===== config.mk =====
export PLATFORM = sky130hd
export DESIGN_NAME = mips_dmem_wait
export DESIGN_NICKNAME = d
export VERILOG_FILES = /design/src/rtl/mips_dmem_wait.sv
export SDC_FILE = /design/constraint.sdc
export NUM_CORES = 2
export LEC_CHECK = 0
export ABC_AREA = 1
export ABC_CLOCK_PERIOD_IN_PS = 85700
export CAP_MARGIN = 30
export CORE_MARGIN = 8
export CORE_UTILIZATION = 44
export CTS_BUF_LIST = sky130_fd_sc_hd__clkbuf_4
export CTS_CLUSTER_DIAMETER = 150
export DETAILED_ROUTE_END_ITERATION = 10
export GPL_TIMING_DRIVEN = 0
export SLEW_MARGIN = 20
export SYNTH_ARGS = -nofsm -noshare
export SYNTH_HDL_FRONTEND = slang
export SYNTH_SLANG_ARGS = --single-unit

===== constraint.sdc =====
create_clock -name clk -period 85.7 [get_ports clk]
set_input_delay 12.855 -clock clk [delete_from_list [all_inputs] [get_ports clk]]
set_output_delay 12.855 -clock clk [all_outputs]
set_load 0.05 [all_outputs]

===== src/rtl/mips_dmem_wait.sv =====
// Data memory with a fixed number of wait states per access, one request in flight.
// Latency: done pulses LATENCY cycles after the accept edge (one request per LATENCY+2 cycles).
// Backpressure: ready is high only in IDLE; a req seen while ready=0 is dropped, never queued.
module mips_dmem_wait #(
  parameter int DATA_W  = 32,
  parameter int DEPTH   = 32,
  parameter int LATENCY = 1
) (
  input  logic                clk,
  input  logic                rst,
  input  logic                req,
  input  logic                we,
  input  logic [31:0]         addr,
  input  logic [DATA_W-1:0]   wdata,
  input  logic [DATA_W/8-1:0] be,
  output logic                ready,
  output logic                done,
  output logic [DATA_W-1:0]   rdata,
  output logic                err
);

  localparam int NB     = DATA_W / 8;
  localparam int OFF_W  = $clog2(NB);
  localparam int IDX_W  = 32 - OFF_W;
  localparam int MEM_AW = (DEPTH > 1) ? $clog2(DEPTH) : 1;
  localparam int CNT_W  = (LATENCY > 1) ? $clog2(LATENCY) : 1;

  typedef enum logic [1:0] {IDLE, WAIT, DONE} state_t;

  state_t             state;
  state_t             next_state;
  logic [CNT_W-1:0]   cnt;
  logic               lat_we;
  logic [31:0]        lat_addr;
  logic [DATA_W-1:0]  lat_wdata;
  logic [NB-1:0]      lat_be;
  logic [DATA_W-1:0]  mem [DEPTH];

  logic [IDX_W-1:0]   lat_idx;
  logic [MEM_AW-1:0]  mem_idx;
  logic               lat_bad;
  logic               accept;
  logic               commit;

  // Decode of the latched request; the memory index is only used when lat_bad=0.
  assign lat_idx = lat_addr[31:OFF_W];
  assign mem_idx = lat_idx[MEM_AW-1:0];
  assign lat_bad = (|lat_addr[OFF_W-1:0]) || (lat_idx >= IDX_W'(DEPTH));
  assign accept  = (state == IDLE) && req;
  assign commit  = (state == WAIT) && (cnt == '0);

  // State register.
  always_ff @(posedge clk or posedge rst) begin
    if (rst) state <= IDLE;
    else     state <= next_state;
  end

  // Next-state logic: IDLE -> WAIT on accept, WAIT -> DONE when the counter expires.
  always_comb begin
    next_state = state;
    unique case (state)
      IDLE:    if (req) next_state = WAIT;
      WAIT:    if (cnt == '0) next_state = DONE;
      DONE:    next_state = IDLE;
      default: next_state = IDLE;
    endcase
  end

  // Outputs decoded purely from state.
  always_comb begin
    ready = (state == IDLE);
    done  = (state == DONE);
  end

  // Request capture and wait-state counter; inputs are sampled only on the accept edge.
  always_ff @(posedge clk or posedge rst) begin
    if (rst) begin
      cnt       <= '0;
      lat_we    <= 1'b0;
      lat_addr  <= '0;
      lat_wdata <= '0;
      lat_be    <= '0;
    end else if (accept) begin
      cnt       <= CNT_W'(LATENCY - 1);
      lat_we    <= we;
      lat_addr  <= addr;
      lat_wdata <= wdata;
      lat_be    <= be;
    end else if ((state == WAIT) && (cnt != '0)) begin
      cnt <= cnt - CNT_W'(1);
    end
  end

  // Memory array: cleared by reset, byte-lane writes commit on the WAIT->DONE edge.
  always_ff @(posedge clk or posedge rst) begin
    if (rst) begin
      for (int i = 0; i < DEPTH; i++) mem[i] <= '0;
    end else if (commit && lat_we && !lat_bad) begin
      for (int k = 0; k < NB; k++) begin
        if (lat_be[k]) mem[mem_idx][8*k +: 8] <= lat_wdata[8*k +: 8];
      end
    end
  end

  // Completion data: loaded on the commit edge, forced to zero in every other cycle.
  always_ff @(posedge clk or posedge rst) begin
    if (rst) begin
      rdata <= '0;
      err   <= 1'b0;
    end else if (commit) begin
      err   <= lat_bad;
      rdata <= (!lat_we && !lat_bad) ? mem[mem_idx] : '0;
    end else begin
      rdata <= '0;
      err   <= 1'b0;
    end
  end

endmodule


# After elaboration in Yosys (flattened, before gate mapping)
# Index checks and enable logic that the tools add are counted.
op_classes:
  n_addsub: 1
  n_lt_le_gt_ge: 3
  n_eq_ne: 4
  n_mux: 30
  bitwise_logic: 2
  reduce_logical: 14
ops:
  columns: ["op", "count"]
  rows:
  - ["2-to-1 mux 1024 bit", 7]
  - ["bitwise mux 1024 bit", 4]
  - ["demux 32 bit (select 5 bit)", 4]
  - ["binary-select mux 32 bit (select 5 bit)", 1]
  - ["2-to-1 mux 32 bit", 5]
  - [">= comparator 30 x 6 -> 1 bit, second input constant", 1]
  - ["2-to-1 mux 24 bit", 1]
  - ["2-to-1 mux 16 bit", 1]
  - ["2-to-1 mux 8 bit", 1]
  - ["logical AND 1 bit", 7]
  - [">= comparator 6 bit, second input constant", 1]
  - ["< comparator 6 x 1 -> 1 bit, second input constant", 1]
  - ["inverter 5 -> 6 bit", 1]
  - ["2-to-1 mux 2 bit", 2]
  - ["!= test 2 bit, second input constant", 2]
  - ["one-hot mux 2 bit (2 select lines)", 1]
  - ["2-to-1 mux 1 bit", 3]
  - ["equality test 2 x 1 -> 1 bit, second input constant", 1]
  - ["equality test 2 bit, second input constant", 1]
  - ["logical NOT 1 bit", 2]
  - ["logical NOT 2 bit", 1]
  - ["AND reduction 2 bit", 1]
  - ["nonzero test 2 bit", 1]
  - ["OR reduction 2 bit", 1]
  - ["3 further kinds", 3]
totals:
  register_bits: 1129
  input_bits: 72
  out_inout_bits: 35
  elab_cells: 94

# Logic depth before layout (Yosys ltp)
logic_depth:
  depth_word: 16
  mapped_depth: 14
  depth_no_buf: 11

# Least setup slack after synthesis
# No wires, ideal clock.
synth_path:
  path_type: "input to register"
  startpoint: "in req"
  endpoint: "reg lat_addr[0]"
  arrival_ns: 13.851
  path_slack_ns: 71.784
  cell_stages: 6
  path_buffers: 2
  path_cell_list: "nand2_1 -> inv_1 -> clkbuf_1 -> clkbuf_1 -> nand2_1 -> nand2_1"
synth_between:
  elab_chain_len: 1
synth_lines:
  columns: ["item", "line_no", "rtl"]
  rows:
  - ["start, declared", "11", "input logic req,"]
  - ["logical AND 1 bit", "49", "assign accept = (state == IDLE) && req;"]
  - ["end signal, assigned", "86", "lat_addr <= addr;"]
  - ["end, declared", "34", "logic [31:0] lat_addr;"]
# No other way between the ends.
# A chain may end at the register's enable or synchronous reset.

# Worst setup path in the final report
layout_path:
  startpoint: "reg state[1]"
  endpoint: "out ready"
layout_between:
  elab_chain_len: 1
layout_lines:
  columns: ["item", "line_no", "rtl"]
  rows:
  - ["start, declared", "30", "state_t state;"]
  - ["start signal, assigned", "55", "else state <= next_state;"]
  - ["logical NOT 2 bit", "71", "ready = (state == IDLE);"]
  - ["end, declared", "16", "output logic ready,"]
# No other way between the ends.

==> results.sh <==
export IMPL_yosysTopAreaCell="dfrtp_1"
export IMPL_synthCells=7694
export IMPL_cts_hold_buf=0
export IMPL_ys_seq_area_frac=0.494
export IMPL_syn_area_mm2=0.0572
export IMPL_wl_um=340000
export IMPL_final_hold_viol_count=0
export IMPL_ctsResizeCount=0
export IMPL_grt_max_degree=104
export IMPL_cp_cell_sequence="nor2_1 > clkdlybuf4s50_1"
export IMPL_final_common_cell="nand2_1"
export IMPL_antenna_found_initial=42
export IMPL_path_max_fanout=2
export IMPL_io_pins=107
export IMPL_hpwlAfterDp_um=244000
export IMPL_layout_common_cells="nand2_1 (2951), nor2_1 (1404), dfrtp_1 (1129), nand4_1 (1087), clkbuf_4 (477)"
export IMPL_post_drt_wl_per_cell_um=33.4
export IMPL_num_rows=132
export IMPL_slowest_delay_ps=850
export IMPL_ys_types=21
export IMPL_gp_congestion=1.16
export IMPL_tightest_slew_ps=1160
export IMPL_n_fill_cell=13100
export IMPL_critPathArrivalTime_ps=2750
export IMPL_routed_via_density=6.34
export IMPL_cts_sinks=1129
export IMPL_overflow=0
export IMPL_maxCapViolCount=0
export IMPL_rsz0062_at_grt="no"
export IMPL_cts_buffers=332
export IMPL_core_mm2=0.129
export IMPL_die_h_um=377
export IMPL_cts_tree="yes"
export IMPL_ys_warn_count=0
export IMPL_powerDensity_mw_per_mm2=26.5
export IMPL_synth_ff_latch_count=1129
export IMPL_yosys_area_top_type_share=0.494
export IMPL_drt_iter0_markers=11900
export IMPL_ir_drop_v=0.0000160
export IMPL_synth_nets=7766
export IMPL_drc=0
export IMPL_grt_first_pass_wirelength_um=462000
export IMPL_cp_end_kind="output pin"
export IMPL_path_class="reg -> out"
export IMPL_layout_drive_gt1_share=0.128
export IMPL_num_nets_final=8276
export IMPL_synth_avg_cell_area_um2=7.44
export IMPL_cts_root_buf="clkbuf_4"
export IMPL_io_buffer_count=106
export IMPL_path_buf_inv=1
export IMPL_critPathSlowestCell="clkdlybuf4s50_1"
export IMPL_path_delay_family="buffers and inverters"
export IMPL_postCtsSetupRepairBufs=0
export IMPL_die_w_um=377
export IMPL_start_util=0.443
export IMPL_timing_final_crit_share=0.182
export IMPL_cts_buffer_depth=4
export IMPL_area_growth_pct=14.8
export IMPL_period_needed_ps=15610
export IMPL_leakage_nw=37.0
export IMPL_die_area_mm2=0.142
export IMPL_worstPathRequired_ps=72850
export IMPL_max_freq_mhz=64.1
export IMPL_dr_pass1_iters=8
export IMPL_fin_tns_setup_ps=0
export IMPL_drv_slew=0
export IMPL_grt_pass1_vias=58200
export IMPL_htree_levels=5
export IMPL_outcome="complete, no violations"
export IMPL_dpl_cell_area_mm2=0.0617
export IMPL_setup_violations=0
export IMPL_ant_nets=0
export IMPL_grtUsageTotal=0.464
export IMPL_clock_skew_ps=91.2
export IMPL_ys_top_cells_by_area="dfrtp_1 (49%), nand2_1 (19%), nand4_1 (12%), nor2_1 (9.2%), buf_2 (2.4%)"
export IMPL_startpoint_type="flop"
export IMPL_hp_class="reg -> reg"
export IMPL_path_clk_slew_ps=60
export IMPL_fin_area_mm2=0.0657
export IMPL_clk_latency_ps=1380
export IMPL_slew_limit_headroom=0.229
export IMPL_via_count=64500
export IMPL_hold_ws_ps=468
## power by group
part	switching, W	internal [W]	total, W	leakage [nW]
clock network	0.000257	0.000258	0.000515	2.33
logic	0.000567	0.000115	0.000682	19.0
registers	0.00000327	0.000541	0.000544	15.7
total	0.000827	0.000914	0.00174	37.0
## metrics by stage
| stage | util | cells | setup slack, ps | total power (W) |
|---|---|---|---|---|
| floorplan | - | 7694 | 41050 | 0.000817 |
| global placement | 0.468 | 9542 | 25410 | 0.00116 |
| detailed placement | 0.477 | 9607 | 69690 | 0.00117 |
| CTS | 0.507 | 10100 | 70050 | 0.00168 |
| global route | 0.508 | 10200 | 70010 | 0.00175 |
| finish | 0.508 | 10200 | 70090 | 0.00174 |
## metal layers
layer	vias to the layer above	GRT usage	routed length, um
met5	-	0.00741	341
met4	12	0.360	33200
met3	1461	0.212	52700
met2	5593	0.612	131000
met1	31100	0.581	123000
li1	26400	-	-
## flip-flops by register name, summed over array words and instances (netlist names)
name       cells
cnt            1
err            1
lat_addr      32
lat_be         4
lat_wdata     32
lat_we         1
mem         1024
rdata         32
state          2
## path summary, 6_finish.rpt
path,cells after the start,from,slack (ps),to
max,2,state[1],70090,ready
min,1,cnt,470,state[1]
max reg2reg,11,lat_addr[2],81900,rdata[25]
min reg2reg,1,cnt,470,state[1]
max in group asynchronous,7,rst,71130,mem[784]
min in group asynchronous,2,rst,11970,mem[259]
## cell usage after synthesis
| cell | count |
|---|---|
| nand4_2 | 65 |
| clkbuf_2 | 28 |
| nand3_2 | 1 |
| buf_4 | 19 |
| nand4_1 | 1087 |
| inv_1 | 78 |
| nor2_8 | 7 |
| buf_1 | 22 |
| buf_6 | 2 |
| clkbuf_1 | 328 |
| nor2_2 | 10 |
| dfrtp_1 | 1129 |
| buf_2 | 275 |
| inv_2 | 17 |
| nand2_2 | 4 |
| nor2_4 | 17 |
| clkinv_1 | 6 |
| nor2_1 | 1404 |
| o21ai_0 | 241 |
| nand2_1 | 2951 |
| nand3_1 | 3 |
## cell families (layout without fill, tap and decap cells)
logic type	count (synthesis)	count (layout)	share of synthesized area
compound gates	241	241	0.0211
buf+inv	775	1485	0.0590
flops	1129	1129	0.494
other cells	0	38	0
simple gates	5549	5549	0.426
## layout make-up
cell class	instances	area, um2	area share
flip-flops and latches	1129	28300	0.430
multi-input cells	5790	25600	0.390
clock buffers	477	3580	0.0545
plain buffers	674	3080	0.0469
repair buffers	176	2270	0.0345
well taps	1742	2180	0.0332
inverters	101	387	0.00588
clock inverters	57	273	0.00415
diodes	38	95.1	0.00145
No activity file was read; power rests on OpenSTA's default activity.
